File: src/rtl/decoder_rr_arbiter_if.sv
// ---------------------------------------------------------------------------
// decoder_rr_arbiter_if
// Bundles the request/release handshake and the grant outputs of the
// round-robin arbiter that drives the 2:4 decoder select pins.
//   req[3:0]   requester lines, req[i] = requester i
//   done       owner releases the grant (meaningful only while gnt_valid)
//   a, b       grant index MSB/LSB, wired to decoder a/b
//   gnt_valid  {a,b} names a live owner
//   expired    one-cycle pulse when the hold limit revokes a grant
// Modports: master = requester side, slave = arbiter side.
// ---------------------------------------------------------------------------
interface decoder_rr_arbiter_if;
  logic [3:0] req;
  logic       done;
  logic       a;
  logic       b;
  logic       gnt_valid;
  logic       expired;

  modport master (
    output req,
    output done,
    input  a,
    input  b,
    input  gnt_valid,
    input  expired
  );

  modport slave (
    input  req,
    input  done,
    output a,
    output b,
    output gnt_valid,
    output expired
  );
endinterface

File: src/rtl/decoder_rr_arbiter.sv
// ---------------------------------------------------------------------------
// decoder_rr_arbiter
// Four-way round-robin arbiter whose registered 2-bit grant index drives the
// select inputs of a 2:4 one-hot decoder. The decoder outputs are only
// meaningful while gnt_valid=1 (after reset the decoder shows d0=1 with
// gnt_valid=0).
//
// Ports:
//   clk   rising-edge clock
//   rst   synchronous active-high reset
//   bus   decoder_rr_arbiter_if.slave: req, done in; a, b, gnt_valid,
//         expired out (all outputs registered)
//
// Parameters:
//   HOLD_MAX  max consecutive gnt_valid cycles per owner (1..2^CNT_W-1)
//   CNT_W     hold counter width
//
// Optional feature macro: DECODER_ARB_HOLD_LIMIT_EN
//   defined   -> grant is revoked after HOLD_MAX cycles, expired pulses
//   undefined -> no hold limit, expired is always 0
// ---------------------------------------------------------------------------
module decoder_rr_arbiter #(
  parameter int HOLD_MAX = 15,
  parameter int CNT_W    = 4
) (
  input logic                 clk,
  input logic                 rst,
  decoder_rr_arbiter_if.slave bus
);

  typedef enum logic {
    IDLE  = 1'b0,
    GRANT = 1'b1
  } state_t;

  state_t           r_state;
  state_t           w_state_next;
  logic [1:0]       r_idx;
  logic [1:0]       w_idx_next;
  logic [1:0]       r_ptr;
  logic [1:0]       w_ptr_next;
  logic             r_gnt_valid;
  logic             w_gnt_valid_next;
  logic             r_expired;
  logic             w_expired_next;
  logic [CNT_W-1:0] r_cnt;
  logic [CNT_W-1:0] w_cnt_next;

  logic [3:0]       w_req_rot;
  logic [1:0]       w_offset;
  logic [1:0]       w_sel;
  logic             w_owner_req;
  logic             w_limit;
  logic             w_release;

  // Requests rotated so that bit 0 is the requester at ptr; a fixed
  // lowest-bit-first priority encoder then implements the circular scan.
  generate
    for (genvar gi = 0; gi < 4; gi++) begin : g_rot
      assign w_req_rot[gi] = bus.req[r_ptr + 2'(gi)];
    end
  endgenerate

  always_comb begin
    w_offset = 2'd0;
    if (w_req_rot[0])      w_offset = 2'd0;
    else if (w_req_rot[1]) w_offset = 2'd1;
    else if (w_req_rot[2]) w_offset = 2'd2;
    else if (w_req_rot[3]) w_offset = 2'd3;
  end

  assign w_sel       = r_ptr + w_offset;
  assign w_owner_req = bus.req[r_idx];

`ifdef DECODER_ARB_HOLD_LIMIT_EN
  // Counter starts at 0 in the first grant cycle, so reaching HOLD_MAX-1
  // means gnt_valid has been high for exactly HOLD_MAX cycles at this edge.
  assign w_limit = (r_cnt == CNT_W'(HOLD_MAX - 1));
`else
  logic w_unused_cfg;
  assign w_limit      = 1'b0;
  assign w_unused_cfg = (HOLD_MAX == 0);
`endif

  assign w_release = bus.done | ~w_owner_req | w_limit;

  always_comb begin
    w_state_next     = r_state;
    w_idx_next       = r_idx;
    w_ptr_next       = r_ptr;
    w_gnt_valid_next = r_gnt_valid;
    w_expired_next   = 1'b0;
    w_cnt_next       = r_cnt;

    case (r_state)
      IDLE: begin
        // done is ignored here; {a,b} keeps its last value when no request.
        if (|bus.req) begin
          w_idx_next       = w_sel;
          w_gnt_valid_next = 1'b1;
          w_cnt_next       = '0;
          w_state_next     = GRANT;
        end
      end
      GRANT: begin
        if (w_release) begin
          // Old index stays on {a,b}; gnt_valid drops for at least one cycle.
          w_gnt_valid_next = 1'b0;
          w_ptr_next       = r_idx + 2'd1;
          w_state_next     = IDLE;
          // Only flag a revocation the owner did not ask for.
          w_expired_next   = w_limit & ~bus.done & w_owner_req;
        end else if (r_cnt != {CNT_W{1'b1}}) begin
          w_cnt_next = r_cnt + 1'b1;
        end
      end
      default: begin
        w_state_next = IDLE;
      end
    endcase
  end

  always_ff @(posedge clk) begin
    if (rst) begin
      r_state     <= IDLE;
      r_idx       <= 2'd0;
      r_ptr       <= 2'd0;
      r_gnt_valid <= 1'b0;
      r_expired   <= 1'b0;
      r_cnt       <= '0;
    end else begin
      r_state     <= w_state_next;
      r_idx       <= w_idx_next;
      r_ptr       <= w_ptr_next;
      r_gnt_valid <= w_gnt_valid_next;
      r_expired   <= w_expired_next;
      r_cnt       <= w_cnt_next;
    end
  end

  assign bus.a         = r_idx[1];
  assign bus.b         = r_idx[0];
  assign bus.gnt_valid = r_gnt_valid;
  assign bus.expired   = r_expired;

endmodule

File: src/flat_wrapper.sv
// flat-port wrapper written by rule: the top's interface ports become plain ports
module decoder_rr_arbiter_flat 
#(
  parameter int HOLD_MAX = 15,
  parameter int CNT_W    = 4
)
  (clk, rst, bus_req, bus_done, bus_a, bus_b, bus_gnt_valid, bus_expired);
  decoder_rr_arbiter_if bus_i ();
  input logic clk;
  input logic rst;
  input wire logic [$bits(bus_i.req)-1:0] bus_req;
  input wire logic [$bits(bus_i.done)-1:0] bus_done;
  output wire logic [$bits(bus_i.a)-1:0] bus_a;
  output wire logic [$bits(bus_i.b)-1:0] bus_b;
  output wire logic [$bits(bus_i.gnt_valid)-1:0] bus_gnt_valid;
  output wire logic [$bits(bus_i.expired)-1:0] bus_expired;
  assign bus_i.req = bus_req;
  assign bus_i.done = bus_done;
  assign bus_a = bus_i.a;
  assign bus_b = bus_i.b;
  assign bus_gnt_valid = bus_i.gnt_valid;
  assign bus_expired = bus_i.expired;
  decoder_rr_arbiter #(.HOLD_MAX(HOLD_MAX), .CNT_W(CNT_W)) u_core (.clk(clk), .rst(rst), .bus(bus_i));
endmodule
File: config.mk
export PLATFORM = sky130hd
export DESIGN_NAME = decoder_rr_arbiter_flat
export DESIGN_NICKNAME = d
export VERILOG_FILES = /design/src/rtl/decoder_rr_arbiter_if.sv /design/src/rtl/decoder_rr_arbiter.sv /design/src/flat_wrapper.sv
export SDC_FILE = /design/constraint.sdc
export NUM_CORES = 1
export LEC_CHECK = 0
export BUFFER_PORTS_ARGS = -buffer_cell sky130_fd_sc_hd__buf_2
export CAP_MARGIN = 15
export CORE_MARGIN = 2
export CORE_UTILIZATION = 30
export DETAILED_ROUTE_END_ITERATION = 8
export MAX_ROUTING_LAYER = met4
export SLEW_MARGIN = 20
export SYNTH_ARGS = -nofsm -noshare
export SYNTH_HDL_FRONTEND = slang
export SYNTH_SLANG_ARGS = --single-unit
File: constraint.sdc
create_clock -name clk -period 3.3 [get_ports clk]
set_input_delay 0.165 -clock clk [delete_from_list [all_inputs] [get_ports clk]]
set_output_delay 0.165 -clock clk [all_outputs]
set_load 0.05 [all_outputs]
==> out/qor.csv, run 1 <==
metric;value;unit
status;finished, final reports clean;
DRC viols;0;
Buffers on Ports;9;
fin worst setup slack;1.319;ns
DP Wirelength;657.2;um
met1 WL;465;um
CTS tree;built;
Final setup viols;0;
Crit. End Element;flop;
share of layout cells above drive strength 1;25.00;%
met2 WL;366;um
commonest cells in the synthesized netlist;11 x nor2_1, 6 x dfxtp_1, 4 x a21oi_1;
startpoint types;flop;
CP Class;flop to flop;
dpl ws;1.334;ns
first-pass GRT wire length;1.524;mm
final wirelength;880;um
largest net degree at the start of global routing;11;
YS warnings;0;
Starting Density;33.27;%
Wirelength per Cell;11.73;um
max-cap check violation count;0;
Final Max Slew Viols;0;
Fin Setup TNS;0;ns
Clock Latency Late Sink;0.23;ns
clock root buffer;clkbuf_4;
most frequent cell after synthesis;nor2_1;
DR top layer;met3;
number of nets in the layout;70;
Distinct cells, synth;26;
setup bufs post-CTS;0;
largest area contributor in the netlist;dfxtp_1;
RSZ-0062 raised after global routing;no;
Critical Path RT;3.45;ns
Congestion Overflow GR;0;
share of the synthesized area in the top cell type;26.74;%
sequential share of the synthesized area;26.74;%
via count;398;
post-CTS resize count;0;
Lkg Pwr;0.1958;nW
Die Y;42.70;um
Post-synth EDFFs;0;
CP max FO;10;
cts bufs inserted;3;
drt initial violations;1;
post-synthesis register bit count;6;
Post-DRT Antenna Nets;0;
clock power share;25.8;%
Net Sw Frac;36.93;%
Power Density;518.4;nW/um^2
met3 routed WL;48;um
Synth Cell Area;449.2;sq um
crit path DAT;2.13;ns
clk buf depth;2;
# diodes;0;
Synthesized Nets;62;
# IOs;11;
cts hold-fix bufs;0;
vias in the first global route;349;
mean post-synth cell area;8.318;sq um
Area growth, synth to finish;7.799;%
core area;1350;sq um
period utilisation layout;60.03;%
Cell Area, Placed;461.7;sq um
H-tree depth;1;
top area cells in the synthesized netlist;dfxtp_1 27%, nor2_1 9.2%, buf_6 7.5%;
row count;13;
Most used DFF post-synth;dfxtp_1;
initial antenna violation count;0;
Fmax;0.5048;GHz
Clock Sinks;6;
Comb pwr share;35.4;%
register share of total power;38.8;%
die area;1823;sq um
Post-Synthesis Cells;54;
net switching power figure;0.09270;mW
die width;42.70;um
Fin. Hold Viols;0;
VDD IR max;302.5;uV
fin crit period;1.981;ns
share of flip-flops with an asynchronous set or reset;0;%
routed vias/inst;5.307;
internal power component;0.1583;mW
Post-Route Skew;0.0003675;ns
Initial DRT Pass Iterations;2;
Hold Crit Class;input pin to flop;
GP Congestion;0.6636;
total track usage;10.82;%
Clk pin slew, worst setup/hold paths;0.04;ns
final non-filler cell area;484.2;sq um
logic make-up after synthesis:
kind of cell	Yosys count	share of synthesized area [%]
xor+xnor	2	3.900
compound gates	17	29.25
other cells	1	0.8349
flops	6	26.74
buf+inv	9	13.93
simple gates	16	15.32
fa+ha+maj	1	2.785
mux	2	7.242
state kept, by name, summed over array words and instances, names as in the netlist:
name	cells
u_core.r_state	1
u_core.bus.gnt_valid	1
u_core.r_idx	2
u_core.r_ptr	2
area by class of cell:
cell class / instances / area, sq um
Clock buffer: 3 / 22.52
Tap cell: 15 / 18.77
Multi-Input combinational cell: 39 / 266.5
Fill cell: 147 / 865.8
Sequential cell: 6 / 120.1
Inverter: 3 / 11.26
Timing Repair Buffer: 9 / 45.04
metrics by stage:
stage | utilization, % | total power [mW] | cells | hold slack (ns)
after global routing | 35.87 | 0.2677 | 75 | 0.1754
final | 35.87 | 0.2510 | 75 | 0.1742
after floorplan | - | 0.1737 | 54 | 0.2371
after detailed placement | 34.20 | 0.1883 | 72 | 0.4222
after global placement | 34.20 | 0.1876 | 72 | 0.4189
after CTS | 35.87 | 0.2546 | 75 | 0.1747
cell usage in the layout (no fill, tap or decap), drive strengths merged:
cell     instances
a221oi           1
a211oi           2
o21ai            2
mux2i            1
nor2            11
o2111ai          2
a21oi            4
ha               1
or3              1
a311oi           1
nand3            1
clkbuf           3
mux4             1
buf              9
a21boi           1
a31oi            1
inv              3
o311a            1
dfxtp            6
nor4             1
xnor2            2
conb             1
nor3             2
o211ai           2
power groups by stage:
stage | Combinational, mW | Sequential [mW] | Clock [mW]
finish | 0.0888 | 0.0975 | 0.0648
global route | 0.0963 | 0.0994 | 0.0719
CTS | 0.0901 | 0.0973 | 0.0672
detailed placement | 0.0896 | 0.0987 | 0
global placement | 0.0890 | 0.0985 | 0
floorplan | 0.0629 | 0.111 | 0
worst max-delay path, cell delays in order, from the launching register on:
cell	delay, ns
dfxtp_1	0.49
nor2_1	0.09
a221oi_1	0.32
o21ai_1	0.10
ha_1	0.20
xnor2_1	0.13
or3_1	0.31
a311oi_1	0.25
path summary, 6_finish.rpt:
check	from	end	slack, ns	cells past startpoint
worst max-delay path	u_core.r_ptr[0]	u_core.r_idx[1]	1.32	7
worst min-delay path	rst	u_core.r_state	0.17	2
worst max register to register	u_core.r_ptr[0]	u_core.r_idx[1]	1.32	7
worst min register to register	u_core.bus.gnt_valid	u_core.bus.gnt_valid	0.50	2
layer usage:
layer  global-route usage, %  up-vias
met5                       -        -
met4                   3.750        0
met3                   3.404        0
met2                   14.85        8
met1                   14.84      181
li1                        -      209
(Power assumes the default switching activity.)
==> inputs of run 2 (changes only) <==
--- a/config.mk
+++ b/config.mk
@@ -5,8 +5,10 @@
 export SDC_FILE = /design/constraint.sdc
 export NUM_CORES = 1
 export LEC_CHECK = 0
+export ABC_AREA = 1
 export BUFFER_PORTS_ARGS = -buffer_cell sky130_fd_sc_hd__buf_2
 export CAP_MARGIN = 15
+export CORE_ASPECT_RATIO = 0.75
 export CORE_MARGIN = 2
 export CORE_UTILIZATION = 30
 export DETAILED_ROUTE_END_ITERATION = 8
==> constraint.sdc (replaced) <==
create_clock -name clk -period 2.1 [get_ports clk]
set_input_delay 0.105 -clock clk [delete_from_list [all_inputs] [get_ports clk]]
set_output_delay 0.105 -clock clk [all_outputs]
set_load 0.05 [all_outputs]
==> run 2 against run 1 <==
  * Design area is 27% higher
  * First-iteration DRC count grew to 10 times the previous value
  * Register-to-register slack worse by 1.0 ns
  * Routed wire length is 21% higher
  * Hold slack better by 0.0013 ns
  * Core utilization is 0.25 points higher
  * Die area is 17% higher
  * Worst setup slack worse by 1.0 ns
  * Critical path depth is 5 higher
  * Synthesized area is 19% higher
  * Sequential power is 70% higher
  * Via count is 37% higher
==> out/qor.csv, run 2 <==
metric;value;unit;change
crit path DAT;1.95;ns;-0.18 ns
Fin. Hold Viols;0;;unchanged
routed vias/inst;4.423;;-17%
core area;1708;sq um;+27%
Buffers on Ports;9;;unchanged
cts bufs inserted;3;;unchanged
Distinct cells, synth;21;;-19%
Reg-to-Reg End;u_core.r_idx[1];;
Die Y;40.51;um;-5.1%
Synth Cell Area;533.0;sq um;+19%
met2 WL;451;um;+23%
share of flip-flops with an asynchronous set or reset;0;%;unchanged
fin crit period;1.822;ns;-0.1594 ns
post-synthesis register bit count;6;;unchanged
die width;52.67;um;+23%
Starting Density;31.21;%;-2.1 points
startpoint types;flop;;
clock root buffer;clkbuf_4;;
Fin Setup TNS;0;ns;unchanged
Area growth, synth to finish;15.73;%;
setup bufs post-CTS;0;;unchanged
dpl ws;0.2719;ns;-1.062 ns
row count;13;;unchanged
Synthesized Nets;98;;+58%
die area;2133;sq um;+17%
Post-synth EDFFs;0;;unchanged
commonest non-fill, non-tap cell in the layout;nand2_1;;
most frequent cell after synthesis;nand2_1;;
Hold Crit Class;input pin to flop;;
RSZ-0062 raised after global routing;no;;
Final setup viols;0;;unchanged
Wirelength per Cell;8.675;um;-26%
DRC viols;0;;unchanged
Stages on worst setup path;12;;+5
period utilisation layout;86.74;%;+27 points
via count;544;;+37%
DR top layer;met3;;
met1 WL;571;um;+23%
post-layout util;36.12;%;+0.25 points
GP Congestion;0.7510;;+13%
Lkg Pwr;0.3484;nW;+78%
number of nets in the layout;111;;+59%
Critical R2R Launch;u_core.r_ptr[0];;
most frequent cells in the layout;35 x nand2_1, 9 x buf_2, 8 x inv_1;;
vias in the first global route;480;;+38%
Initial DRT Pass Iterations;4;;+2
CP max FO;10;;unchanged
# IOs;11;;unchanged
critical hold path startpoint;rst;;
CTS tree;built;;
YS warnings;0;;unchanged
Worst R2R Path Depth;12;;+5
fin worst setup slack;0.2784;ns;-1.041 ns
sequential share of the synthesized area;22.54;%;-4.2 points
fillcell total;206;;+40%
cts hold-fix bufs;0;;unchanged
CP Class;flop to flop;;
Power Density;851.0;nW/um^2;+64%
mean post-synth cell area;5.922;sq um;-29%
met3 routed WL;44;um;-8.3%
commonest cells in the synthesized netlist;35 x nand2_1, 8 x inv_1, 7 x nand2_2;;
Final Max Slew Viols;0;;unchanged
initial antenna violation count;0;;unchanged
Hold EP;u_core.r_ptr[1];;
post-CTS resize count;0;;unchanged
top area cells in the synthesized netlist;nand2_1 25%, dfxtp_1 23%, nand2_2 8.2%;;
first-pass GRT wire length;1.897;mm;+24%
Clock Sinks;6;;unchanged
slowest cell on the critical path;dfxtp_1;;
Most used DFF post-synth;dfxtp_1;;
Post-Route Skew;0.005933;ns;+0.005566 ns
largest net degree at the start of global routing;11;;unchanged
H-tree depth;1;;unchanged
drt initial violations;10;;+9
DP Wirelength;883.9;um;+34%
Crit. End Element;flop;;
Clk pin slew, worst setup/hold paths;0.05;ns;about the same
status;finished, final reports clean;;
CP max stage delay;0.59;ns;+0.10 ns
VDD IR max;643.6;uV;+110%
Clock Latency Late Sink;0.24;ns;about the same
flop-to-flop setup slack;0.28;ns;-1.04 ns
Top Family by Delay on Critical Path;flip-flops;;
Congestion Overflow GR;0;;unchanged
share of layout cells above drive strength 1;26.73;%;+1.7 points
Post-DRT Antenna Nets;0;;unchanged
Fmax;0.5490;GHz;+8.8%
most used cell along the critical path;nand2_1;;
clk buf depth;2;;unchanged
CP cell instances;inv_8 -> nand2_1 -> nand2_1 -> nand2_2 -> nand2_2 -> a31oi_1 -> nor2_1 -> ha_1 -> xor2_1 -> nand3_1 -> nand2_1 -> a21oi_2;;
Top Registers;u_core.r_idx x2, u_core.r_ptr x2;;
share of the synthesized area in the top cell type;24.65;%;-2.1 points
largest area contributor in the netlist;nand2_1;;
# diodes;0;;unchanged
final wirelength;1.067;mm;+21%
worst path bufs/invs;1;;+1
hold depth;4;;+2
max-cap check violation count;0;;unchanged
Post-Synthesis Cells;90;;+67%
total track usage;12.64;%;+1.8 points
Critical Path RT;2.23;ns;-1.22 ns
==> run 2: cell count changes after synthesis, sizes merged, moves of 3 or more <==
cell   delta
nor2      -5
o21ai     +3
nand3     +4
inv       +9
buf       -4
nand2    +43
==> run 2: logic make-up after synthesis <==
kind of cell,count (synthesis),share of synthesized area (%)
xor gates and xnor gates,2,3.287
other,1,0.7035
DFF,6,22.54
AOI/OAI and AO/OA,11,11.27
buffers and inverters,14,13.38
and+or+nand+nor,55,46.48
adders and majority gates,1,2.347
==> run 2: final cells by class <==
cell class,instances,area (sq um),area share (%)
Clock buffer,3,22.52,3.651
Timing Repair Buffer,10,52.55,8.519
Tap cell,22,27.53,4.462
Inverter,12,52.55,8.519
Sequential cell,6,120.1,19.47
Multi-Input combinational cell,70,341.6,55.38
==> run 2: where the power goes <==
group          internal (mW)  switching (mW)  total (mW)
combinational         0.0890           0.169       0.258
clock                 0.0643          0.0370       0.101
sequential             0.134          0.0319       0.166
total                  0.287           0.238       0.525
==> run 2: tightest hold or removal path, delay by kind of cell <==
kind / cells / cell delay [ns]
buffers and inverters: 2 / 0.14
AOI/OAI and AO/OA: 2 / 0.12
==> run 2: routing by layer <==
metal | vias to the layer above | global-route usage, %
li1 | 302 | -
met1 | 233 | 16.34
met2 | 9 | 19.38
met3 | 0 | 4.478
met4 | 0 | 1.923
met5 | - | -
==> run 2: worst max-delay path by stage <==
stage	from	to	slack, ns
after CTS	u_core.r_ptr[0]	u_core.r_idx[1]	0.27
after global placement	u_core.r_ptr[0]	u_core.r_idx[1]	0.27
final	u_core.r_ptr[0]	u_core.r_idx[1]	0.28
after detailed placement	u_core.r_ptr[0]	u_core.r_idx[1]	0.27
after global routing	u_core.r_ptr[0]	u_core.r_idx[1]	0.06
after floorplan	u_core.r_ptr[0]	u_core.r_idx[1]	0.52
==> run 2: per-stage QoR <==
step           cells  hold WS (ns)  area, sq um  power [mW]
2_1_floorplan     90        0.3044        533.0      0.3787
5_1_grt          123        0.1984        616.8      0.5757
3_3_place_gp     120        0.4291        594.3      0.4259
6_report         123        0.1756        616.8      0.5249
4_1_cts          123        0.1699        616.8      0.5329
3_5_place_dp     120        0.4282        594.3      0.4274
==> inputs of run 3 (changes only) <==
--- a/config.mk
+++ b/config.mk
@@ -5,10 +5,9 @@
 export SDC_FILE = /design/constraint.sdc
 export NUM_CORES = 1
 export LEC_CHECK = 0
-export ABC_AREA = 1
+export ABC_AREA = 0
 export BUFFER_PORTS_ARGS = -buffer_cell sky130_fd_sc_hd__buf_2
 export CAP_MARGIN = 15
-export CORE_ASPECT_RATIO = 0.75
 export CORE_MARGIN = 2
 export CORE_UTILIZATION = 30
 export DETAILED_ROUTE_END_ITERATION = 8
==> run 3 against run 2 <==
  * Design area is 21% lower
  * Clock skew is 0.0041 ns lower
  * Critical path depth is 5 lower
  * Sequential share of layout area is 5.5 points higher
  * Global-route usage is 2.5 points lower
  * Hold slack worse by 0.072 ns
  * Non-clock buffer count is 1 lower
  * Via count is 27% lower
  * Total power is 24% lower
  * Register-to-register slack worse by 0.03 ns
  * Clock-buffer cell count stayed put
  * Largest power group is now sequential cells
==> out/qor.csv, run 3 (synthesis results as in run 1) <==
metric;value;unit;change
Congestion Overflow GR;0;;unchanged
# IOs;11;;unchanged
max-cap check violation count;0;;unchanged
total track usage;10.18;%;-2.5 points
Top Family by Delay on Critical Path;compound AO/OA/AOI/OAI gates;;
worst path bufs/invs;0;;-1
row count;13;;unchanged
final wirelength;842;um;-21%
crit path DAT;1.99;ns;+0.04 ns
via count;397;;-27%
routed vias/inst;5.293;;+20%
Wirelength per Cell;11.23;um;+29%
Hold Crit Class;input pin to flop;;
CTS tree;built;;
flop-to-flop setup slack;0.25;ns;-0.03 ns
fin crit period;1.848;ns;+0.02658 ns
most frequent cells in the layout;11 x nor2_1, 9 x buf_2, 5 x dfxtp_1;;
final non-filler cell area;485.5;sq um;-21%
GP Congestion;0.6799;;-9.5%
CP max stage delay;0.41;ns;-0.18 ns
status;finished, final reports clean;;
Clk pin slew, worst setup/hold paths;0.04;ns;about the same
CP Class;flop to flop;;
Starting Density;33.27;%;+2.1 points
core area;1350;sq um;-21%
Worst R2R Path Depth;7;;-5
RSZ-0062 raised after global routing;no;;
Buffers on Ports;9;;unchanged
Fin Setup TNS;0;ns;unchanged
setup bufs post-CTS;0;;unchanged
clk buf depth;2;;unchanged
Power Density;817.2;nW/um^2;-4.0%
cts bufs inserted;3;;unchanged
H-tree depth;1;;unchanged
Top Registers;u_core.r_idx x2, u_core.r_ptr x2;;
slowest cell on the critical path;dfxtp_2;;
Final Max Slew Viols;0;;unchanged
startpoint types;flop;;
Lkg Pwr;0.1962;nW;-44%
vias in the first global route;341;;-29%
Initial DRT Pass Iterations;4;;unchanged
period utilisation layout;88.01;%;+1.3 points
Post-Route Skew;0.001786;ns;-0.004148 ns
Fin. Hold Viols;0;;unchanged
die area;1823;sq um;-15%
worst rel slew slack;66.42;%;
largest net degree at the start of global routing;11;;unchanged
drt initial violations;9;;-1
fillcell total;152;;-26%
Cell Area, Placed;461.7;sq um;-22%
commonest non-fill, non-tap cell in the layout;nor2_1;;
die width;42.70;um;-19%
Clock Latency Late Sink;0.24;ns;about the same
share of layout cells above drive strength 1;26.67;%;-0.066 points
CP cell instances;nor2_1 -> a221oi_1 -> o21ai_1 -> ha_1 -> xnor2_1 -> or3_1 -> a311oi_1;;
Critical Path RT;2.24;ns;about the same
initial antenna violation count;0;;unchanged
DRC viols;0;;unchanged
Fmax;0.5411;GHz;-1.4%
number of nets in the layout;70;;-37%
first-pass GRT wire length;1.407;mm;-26%
# diodes;0;;unchanged
CP max FO;10;;unchanged
total power;0.3967;mW;-24%
Stages on worst setup path;7;;-5
DP Wirelength;626.1;um;-29%
VDD IR max;372.1;uV;-42%
Crit. End Element;flop;;
Final setup viols;0;;unchanged
Clock Sinks;6;;unchanged
Worst Max-Slew Pin Slew;0.5036;ns;
Area growth, synth to finish;8.078;%;
hold depth;2;;-2
clock root buffer;clkbuf_4;;
Post-DRT Antenna Nets;0;;unchanged
Die Y;42.70;um;+5.4%
Hold Slack;0.1034;ns;-0.07212 ns
cts hold-fix bufs;0;;unchanged
run 3: cell count changes in the layout (fill, tap and decap cells not counted), sizes merged, moves of 2 or more:
cell     delta
nand2      -43
a211oi      +2
o211ai      +2
inv         -9
nor2        +5
o2111ai     +2
nand3       -4
xnor2       +2
nor3        +2
xor2        -2
o21ai       -3
run 3: what timing repair did:
item	4_1_cts	5_1_grt
setup endpoints to repair	0	1
endpoints found under the hold margin	0	0
gates resized for setup	0	1
run 3: report_power, final:
part | total (mW) | switching (mW) | internal, mW
combinational | 0.140 | 0.0860 | 0.0545
sequential | 0.153 | 0.0222 | 0.131
clock | 0.103 | 0.0390 | 0.0645
run 3: layout make-up:
cell class	count	area (sq um)	area share, %
Tap cell	15	18.77	3.866
Inverter	3	11.26	2.320
Clock buffer	3	22.52	4.639
Sequential cell	6	121.4	25.00
Timing Repair Buffer	9	45.04	9.278
Multi-Input combinational cell	39	266.5	54.90
run 3: through the flow:
step                      worst slack [ns]  util, %  std cells
after floorplan                     0.2771        -         54
after global placement              0.1452    34.20         72
after detailed placement            0.1838    34.20         72
after CTS                           0.1412    35.87         75
after global routing               0.07185    35.96         75
final                               0.2518    35.96         75
run 3: routing by layer:
layer / global-route usage (%) / routed length [um]
met1: 14.29 / 434
met2: 13.33 / 334
met3: 2.128 / 73
met4: 5.625 / 0
met5: - / 0
run 3: worst paths after layout:
path	from	endpoint
max reg2reg	u_core.r_ptr[0]	u_core.r_idx[1]
min reg2reg	u_core.bus.gnt_valid	u_core.bus.gnt_valid
max	u_core.r_ptr[0]	u_core.r_idx[1]
min	rst	u_core.r_ptr[0]
